## src/rtl/cpu_pkg.sv

```systemverilog
// Shared CPU definitions: PC width, special instruction words, fetch FSM
// encoding and the MEM/WB jump_type codes.
package cpu_pkg;

  localparam int          PC_W       = 5;
  localparam logic [31:0] NOP_INSTR  = 32'h0000_0000;
  localparam logic [31:0] HALT_INSTR = 32'hFFFF_FFFF;

  typedef enum logic [1:0] {
    ST_BOOT = 2'd0,
    ST_RUN  = 2'd1,
    ST_HALT = 2'd2
  } if_state_e;

  localparam logic [2:0] JT_BEQ = 3'b100;
  localparam logic [2:0] JT_BNE = 3'b110;
  localparam logic [2:0] JT_JAL = 3'b001;

endpackage

```

## src/rtl/if_id_reg.sv

```systemverilog
// IF/ID pipeline register. Bubble (or reset) beats load, load beats hold.
module if_id_reg #(
  parameter int PC_W = 5
) (
  input  logic            clk,
  input  logic            rst_n,
  input  logic            load,
  input  logic            bubble,
  input  logic [PC_W-1:0] in_pc,
  input  logic [PC_W-1:0] in_pc_plus1,
  input  logic [31:0]     in_instr,
  output logic [PC_W-1:0] id_pc,
  output logic [PC_W-1:0] id_pc_plus1,
  output logic [31:0]     id_instr,
  output logic            id_valid
);
  import cpu_pkg::*;

  localparam logic [PC_W-1:0] PC_ONE = {{(PC_W-1){1'b0}}, 1'b1};

  logic [PC_W-1:0] pc_q, pc_d, pc1_q, pc1_d;
  logic [31:0]     instr_q, instr_d;
  logic            valid_q, valid_d;

  // A bubble keeps pc_plus1 consistent with its zero PC.
  always_comb begin
    pc_d    = pc_q;
    pc1_d   = pc1_q;
    instr_d = instr_q;
    valid_d = valid_q;
    if (bubble) begin
      pc_d    = '0;
      pc1_d   = PC_ONE;
      instr_d = NOP_INSTR;
      valid_d = 1'b0;
    end else if (load) begin
      pc_d    = in_pc;
      pc1_d   = in_pc_plus1;
      instr_d = in_instr;
      valid_d = 1'b1;
    end
  end

  always_ff @(posedge clk) begin
    if (!rst_n) begin
      pc_q    <= '0;
      pc1_q   <= PC_ONE;
      instr_q <= NOP_INSTR;
      valid_q <= 1'b0;
    end else begin
      pc_q    <= pc_d;
      pc1_q   <= pc1_d;
      instr_q <= instr_d;
      valid_q <= valid_d;
    end
  end

  assign id_pc       = pc_q;
  assign id_pc_plus1 = pc1_q;
  assign id_instr    = instr_q;
  assign id_valid    = valid_q;

endmodule

```

## src/rtl/if_stage.sv

```systemverilog
// Instruction fetch stage: PC/FSM, ROM addressing, redirect and IF/ID register.
// Optional halt-on-all-ones detection is enabled with IF_HALT_DETECT_EN.
module if_stage #(
  parameter int              PC_W     = cpu_pkg::PC_W,
  parameter logic [PC_W-1:0] RESET_PC = '0,
  parameter int              CNT_W    = 16
) (
  input  logic             clk,
  input  logic             rst_n,
  input  logic             stall,
  input  logic             should_jump,
  input  logic [PC_W-1:0]  jump_target,
  output logic [PC_W-1:0]  imem_addr,
  input  logic [31:0]      imem_rdata,
  output logic [PC_W-1:0]  id_pc,
  output logic [PC_W-1:0]  id_pc_plus1,
  output logic [31:0]      id_instr,
  output logic             id_valid,
  output logic             kill_younger,
  output logic [CNT_W-1:0] fetch_count,
  output logic             halted
);
  import cpu_pkg::*;

  if_state_e        state_q, state_d;
  logic [PC_W-1:0]  pc_q, pc_d, pc_inc;
  logic [CNT_W-1:0] cnt_q, cnt_d;
  logic             ifid_load, ifid_bubble;

  assign pc_inc       = pc_q + 1'b1;
  assign kill_younger = should_jump;

  always_comb begin
    state_d     = state_q;
    pc_d        = pc_q;
    cnt_d       = cnt_q;
    imem_addr   = pc_q;
    ifid_load   = 1'b0;
    ifid_bubble = 1'b0;
    case (state_q)
      ST_BOOT: begin
        ifid_bubble = 1'b1;
        state_d     = ST_RUN;
        if (should_jump) begin
          imem_addr = jump_target;
          pc_d      = jump_target;
        end
      end
      ST_RUN: begin
        if (should_jump) begin
          imem_addr   = jump_target;
          pc_d        = jump_target;
          ifid_bubble = 1'b1;
        end else if (!stall) begin
          imem_addr = pc_inc;
          pc_d      = pc_inc;
          ifid_load = 1'b1;
          if (cnt_q != '1) cnt_d = cnt_q + 1'b1;
`ifdef IF_HALT_DETECT_EN
          if (imem_rdata == HALT_INSTR) state_d = ST_HALT;
`endif
        end
      end
`ifdef IF_HALT_DETECT_EN
      ST_HALT: begin
        ifid_bubble = 1'b1;
        if (should_jump) begin
          imem_addr = jump_target;
          pc_d      = jump_target;
          state_d   = ST_RUN;
        end
      end
`endif
      default: begin
        ifid_bubble = 1'b1;
        state_d     = ST_BOOT;
      end
    endcase
    // The ROM must capture RESET_PC while reset is held so BOOT sees it.
    if (!rst_n) imem_addr = RESET_PC;
  end

  always_ff @(posedge clk) begin
    if (!rst_n) begin
      state_q <= ST_BOOT;
      pc_q    <= RESET_PC;
      cnt_q   <= '0;
    end else begin
      state_q <= state_d;
      pc_q    <= pc_d;
      cnt_q   <= cnt_d;
    end
  end

  assign fetch_count = cnt_q;

`ifdef IF_HALT_DETECT_EN
  assign halted = (state_q == ST_HALT);
`else
  assign halted = 1'b0;
`endif

  if_id_reg #(.PC_W(PC_W)) u_if_id (
    .clk         (clk),
    .rst_n       (rst_n),
    .load        (ifid_load),
    .bubble      (ifid_bubble),
    .in_pc       (pc_q),
    .in_pc_plus1 (pc_inc),
    .in_instr    (imem_rdata),
    .id_pc       (id_pc),
    .id_pc_plus1 (id_pc_plus1),
    .id_instr    (id_instr),
    .id_valid    (id_valid)
  );

endmodule

```

## config.mk

```make
export PLATFORM = sky130hd
export DESIGN_NAME = if_stage
export DESIGN_NICKNAME = d
export VERILOG_FILES = /design/src/rtl/cpu_pkg.sv /design/src/rtl/if_id_reg.sv /design/src/rtl/if_stage.sv
export SDC_FILE = /design/constraint.sdc
export NUM_CORES = 1
export LEC_CHECK = 0
export ABC_CLOCK_PERIOD_IN_PS = 3670
export BUFFER_PORTS_ARGS = -buffer_cell sky130_fd_sc_hd__buf_2
export CAP_MARGIN = 30
export CORE_UTILIZATION = 51
export DETAILED_ROUTE_END_ITERATION = 16
export PLACE_DENSITY_LB_ADDON = 0.15
export SYNTH_ARGS = -nofsm -noshare
export SYNTH_HDL_FRONTEND = slang
export SYNTH_SLANG_ARGS = --single-unit
```

## constraint.sdc

```tcl
create_clock -name clk -period 3.67 [get_ports clk]
set_input_delay 0.734 -clock clk [delete_from_list [all_inputs] [get_ports clk]]
set_output_delay 0.734 -clock clk [all_outputs]
set_load 0.02 [all_outputs]
```

* Word level (Yosys, flattened, before mapping) *
Index checks and enable logic that the tools add are counted.

storage, ports and cells
  flip-flop bits (word level) = 66
  bits in latches = 0
  RAM bits = 0
  ROM bits = 0
  bits of input ports = 41
  output and inout bits = 66
  word-level logic and storage cells = 28
  memories = 0

operators by class
  $add $sub $neg = 2
  multipliers = 0
  divide/modulo/power cells = 0
  order comparisons = 0
  equal/unequal tests = 2
  shift operators = 0
  muxes and demuxes = 11
  bitwise gates (word level) = 3
  reductions and logical operators = 3

operator list
  operator                 number
  $mux W5                  4
  $add A16 B1 Y16 const B  1
  $ne A16 B16 Y1 const B   1
  $pmux W5 S2              1
  $add A5 B1 Y5 const B    1
  $mux W1                  5
  $pmux W2 S2              1
  $reduce_and A4 Y1        1
  $not A1 Y1               3
  $eq A2 B1 Y1 const B     1
  $logic_not A2 Y1         1
  $reduce_or A2 Y1         1

* Logic depth before layout (Yosys ltp) *
  depth after elaboration = 5
  gate-level depth with buffers = 6
  gate-level depth less buffers = 5

* Cells and area by module *
From an unflattened synthesis, not the netlist that was laid out.

unflattened totals
  cell total of the unflattened synthesis = 283
  area, all modules = 2770.2 µm²

modules (own cells, without submodules)
  module     times used  cells an instance  area an instance (µm²)  sequential area each (µm²)
  if_id_reg  1           140                1570.3                  860.8
  if_stage   1           143                1199.9                  440.4

* Worst setup path before layout *
OpenSTA, ideal clock, no wires.

  path kind = in2out
  start point = input port stall
  end point = output port imem_addr[1]
  arrival = 2065 ps
  required time = 2936 ps
  slack = 871 ps
  stages on the path = 5
  path buffers = 2
  path through = nor2b_1 > clkbuf_1 > buf_1 > mux2i_1 > a211oi_1

between the ends
  longest elaborated chain between the ends = 4

RTL lines
  element             RTL line        RTL
  start: declaration  if_stage.sv:10  input logic stall,
  $mux W5             if_stage.sv:54  end else if (!stall) begin
  $mux W5             if_stage.sv:50  if (should_jump) begin
  $pmux W5 S2         --
  $mux W5             if_stage.sv:80  if (!rst_n) imem_addr = RESET_PC;
  end: declaration    if_stage.sv:13  output logic [PC_W-1:0] imem_addr,

Every way passes these cells.

* Final worst setup path *
  start point = input port rst_n
  end point = output port imem_addr[1]

between the ends
  longest elaborated chain between the ends = 1

RTL lines
  element             RTL line        RTL
  start: declaration  if_stage.sv:9   input logic rst_n,
  $mux W5             if_stage.sv:80

Every way passes these cells.

==> metrics.md <==
| Metric | Value |
|---|---|
| Status | complete, no violations |
| Max incr delay on CP | 0.33 ns |
| Antenna viol nets, final | 0 |
| Final-layout fill cell count | 400 |
| Syn. warnings | 0 |
| Post-synth top area share | 49.5% |
| Cell repeated most along the worst path | buf_2 |
| Clk slew on worst S/H paths | 0.07 ns |
| Netlist cell types | 48 |
| Rel. slew slack | 58.7% |
| Setup Fix Bufs, Post-CTS | 0 |
| Synth Flop Type | dfxtp_1 |
| Clock sink total | 65 |
| Syn_area_per_cell | 10.3 µm² |
| Final nets | 399 |
| DPL Wire Length | 4430 µm |
| Synth area leaders | dfxtp_1, o221a_2, clkbuf_1 |
| Syn Nets | 298 |
| Worst-path maximum fanout | 23 |
| Synth Register Bits | 65 |
| Skew final | 0.00558 ns |
| DRC | 0 |
| PD cells | 423 nW/µm² |
| Clk root buf | clkbuf_8 |
| Worst EP required | 2.94 ns |
| Port Buffers | approximately 110 |
| Post_cts resized | 0 |
| Synth-to-layout area growth | 29.7% |
| RSZ-0062 raised after global routing | false |
| Leading area contributor after synthesis | dfxtp_1 |
| Final setup violation count | 0 |
| Post-route setup TNS | 0 ns |
| Vias | 2,408 |
| Hold slack | about 0.45 ns |
| Crit end category | output port |
| Die span in y | 73.8 µm |
| Core region area | 4850 µm² |
| Final hold viol count | 0 |
| CTS max path bufs | 2 |
| Period utilization | a little under three quarters |
| Hold path start | u_if_id.id_valid |
| I/O pin count | 107 |
| Max_cap viols | 0 |
| Min-delay worst type | reg2reg |
| Max H-tree Level | 3 |
| Fraction of layout cells with a size suffix above 1 | 46.1% |
| Synth Area in Compound Gates | roughly 28% |
| CP max-delay cell | buf_2 |
| GP Congestion | 0.874 |
| Clock latency at the later pin of the worst-skew pair | 0.33 ns |
| Share of flip-flops with an asynchronous set or reset after synthesis | 0% |
| Reg-to-Reg Start | fetch_count[0] |
| WL final | 6220 µm |
| Mux cell area share after synthesis | 1.52% |
| First-pass GRT wire length | 9630 µm |
| CTS Buf Count | 9 |
| Post-Synth XOR/XNOR Area | 2.33% |
| CTS tree | built |
| Largest net degree at the start of global routing | 25 |
| Via density | 5.64 |
| Simple-Gate Fraction of Synth Area | around an eighth |
| Lkg Pwr | about 1.6 nW |
| Period minus WS final | 2.63 ns |
| Vias in the first global route | about 2,100 |
| Crit path buf inv count | 3 |
| 1st-pass router iterations | 4 |
| FP Rows | 25 |
| WL/cell | 14.6 µm |
| Largest delay share family, worst path | buffers and inverters |
| Cts hold-fix bufs | 0 |
| GRT Overall Usage | ~23% |
| Mapped Cells | 255 |
| FMAX | ~0.38 GHz |
| Slew Limit Fails | 0 |
| Initial Utilization | 54.2% |
| Gr ovfl total | 0 |
| Worst EP arrival | 1.90 ns |
| Measured slew at the worst slew-check pin | ~0.6 ns |
| CP startpoint kind | primary input |
| Post-Synth Adder-Cell Area | 0.951% |
| Ant diodes | 0 |
| CP Cell Sequence | buf_2, inv_1, a211oi_1, buf_2 |
| Chip Width | approximately 74 µm |
| Worst ir drop on vdd | 0.314 mV |
| Cell Area, Synth | 2630 µm² |
| DRT iter0 DRCs | ~140 |
| Critical path origin | rst_n |
| Largest family of logic cells by synthesized area | compound AO/OA/AOI/OAI gates |
| Seq/Total Area, Yosys | 49.5% |
| WS Path Type | in2out |
| Initial antenna violation count | 0 |
| Die area | 5450 µm² |
| Post-synth EDFFs | 0 |
sequential cells by signal, indices dropped and copies added, names as in the netlist:
register	count
fetch_count	16
pc_q	5
u_if_id.id_pc	5
u_if_id.id_pc_plus1	5
state_q	1
u_if_id.id_instr	32
u_if_id.id_valid	1
per-layer routing:
layer	vias up	GRT usage, %	routed length, µm
met2	92	35.8	2910
met4	0	9.83	98
met1	1115	30.2	2730
met5	-	0	0
li1	1191	-	-
met3	10	6.45	474
layout by cell type (no fill, tap or decap), types with 2 or more instances in the layout:
cell type,instances
a211oi_1,2
a21oi_1,13
a311oi_1,2
a31oi_1,2
a41oi_1,3
and3_1,3
buf_2,105
buf_4,8
clkbuf_8,11
clkinv_2,2
dfxtp_1,65
ha_1,2
inv_1,4
mux2i_1,4
nand2_1,17
nand3_1,10
nand3b_1,2
nand4_1,7
nor2_1,7
nor3_1,3
nor3b_1,2
o211a_1,3
o211ai_1,3
o21ai_0,7
o221a_2,36
o311ai_0,2
o41ai_1,3
or3_1,3
or4_1,2
xnor2_1,2
xor2_1,5
stage by stage:
step / instances / cell area (µm²) / total power, mW / worst slack (ns) / utilization, %
after floorplan: 255 / 2630 / 0.818 / 0.871 / -
after global placement: 412 / 3220 / 0.868 / 1.10 / 66.3
after detailed placement: 412 / 3220 / 0.869 / 1.02 / 66.3
after CTS: 427 / 3410 / 1.46 / 1.03 / 70.4
after global routing: 427 / 3410 / 1.50 / 0.927 / 70.4
final: 427 / 3410 / 1.44 / 1.04 / 70.4
logic make-up after synthesis:
group | count (synthesis)
simple gates | 65
fa+ha+maj | 2
buf+inv | 28
flops | 65
xor+xnor | 7
mux | 4
compound gates | 83
other cells | 1
final cells by class:
cell class	count	area, µm²	share of cell area, %
well taps	67	83.8	2.46
clock buffers	12	155	4.55
flip-flops and latches	65	1300	38.1
inverters	5	18.8	0.550
repair buffers	113	586	17.2
clock inverters	3	40.0	1.17
multi-input cells	162	1230	36.0
synthesized netlist by cell type (4+ instances only):
cell type,instances
a21oi_1,13
clkbuf_1,19
dfxtp_1,65
inv_1,4
mux2i_1,4
nand2_1,17
nand3_1,10
nand4_1,7
nor2_1,7
o21ai_0,7
o221a_2,36
xor2_1,5
worst paths after layout:
kind | end | slack (ns) | depth (start not counted)
worst max register to register | fetch_count[14] | 1.58 | 5
worst min register to register | u_if_id.id_valid | 0.45 | 2
worst min-delay path | u_if_id.id_valid | 0.45 | 2
worst max-delay path | imem_addr[1] | 1.04 | 4
where the power goes:
group | switching (mW) | internal, mW | total, mW
logic | 0.0703 | 0.0490 | 0.119
registers | 0.0134 | 0.720 | 0.734
clock network | 0.246 | 0.345 | 0.591
worst reg2reg max path, cell delays in order, from the launching register on:
cell     delay, ns
dfxtp_1       0.41
ha_1          0.24
nand4_1       0.26
or3_4         0.47
or4_1         0.48
a21oi_1       0.16
Note: power is estimated with default switching activity, not from simulation.
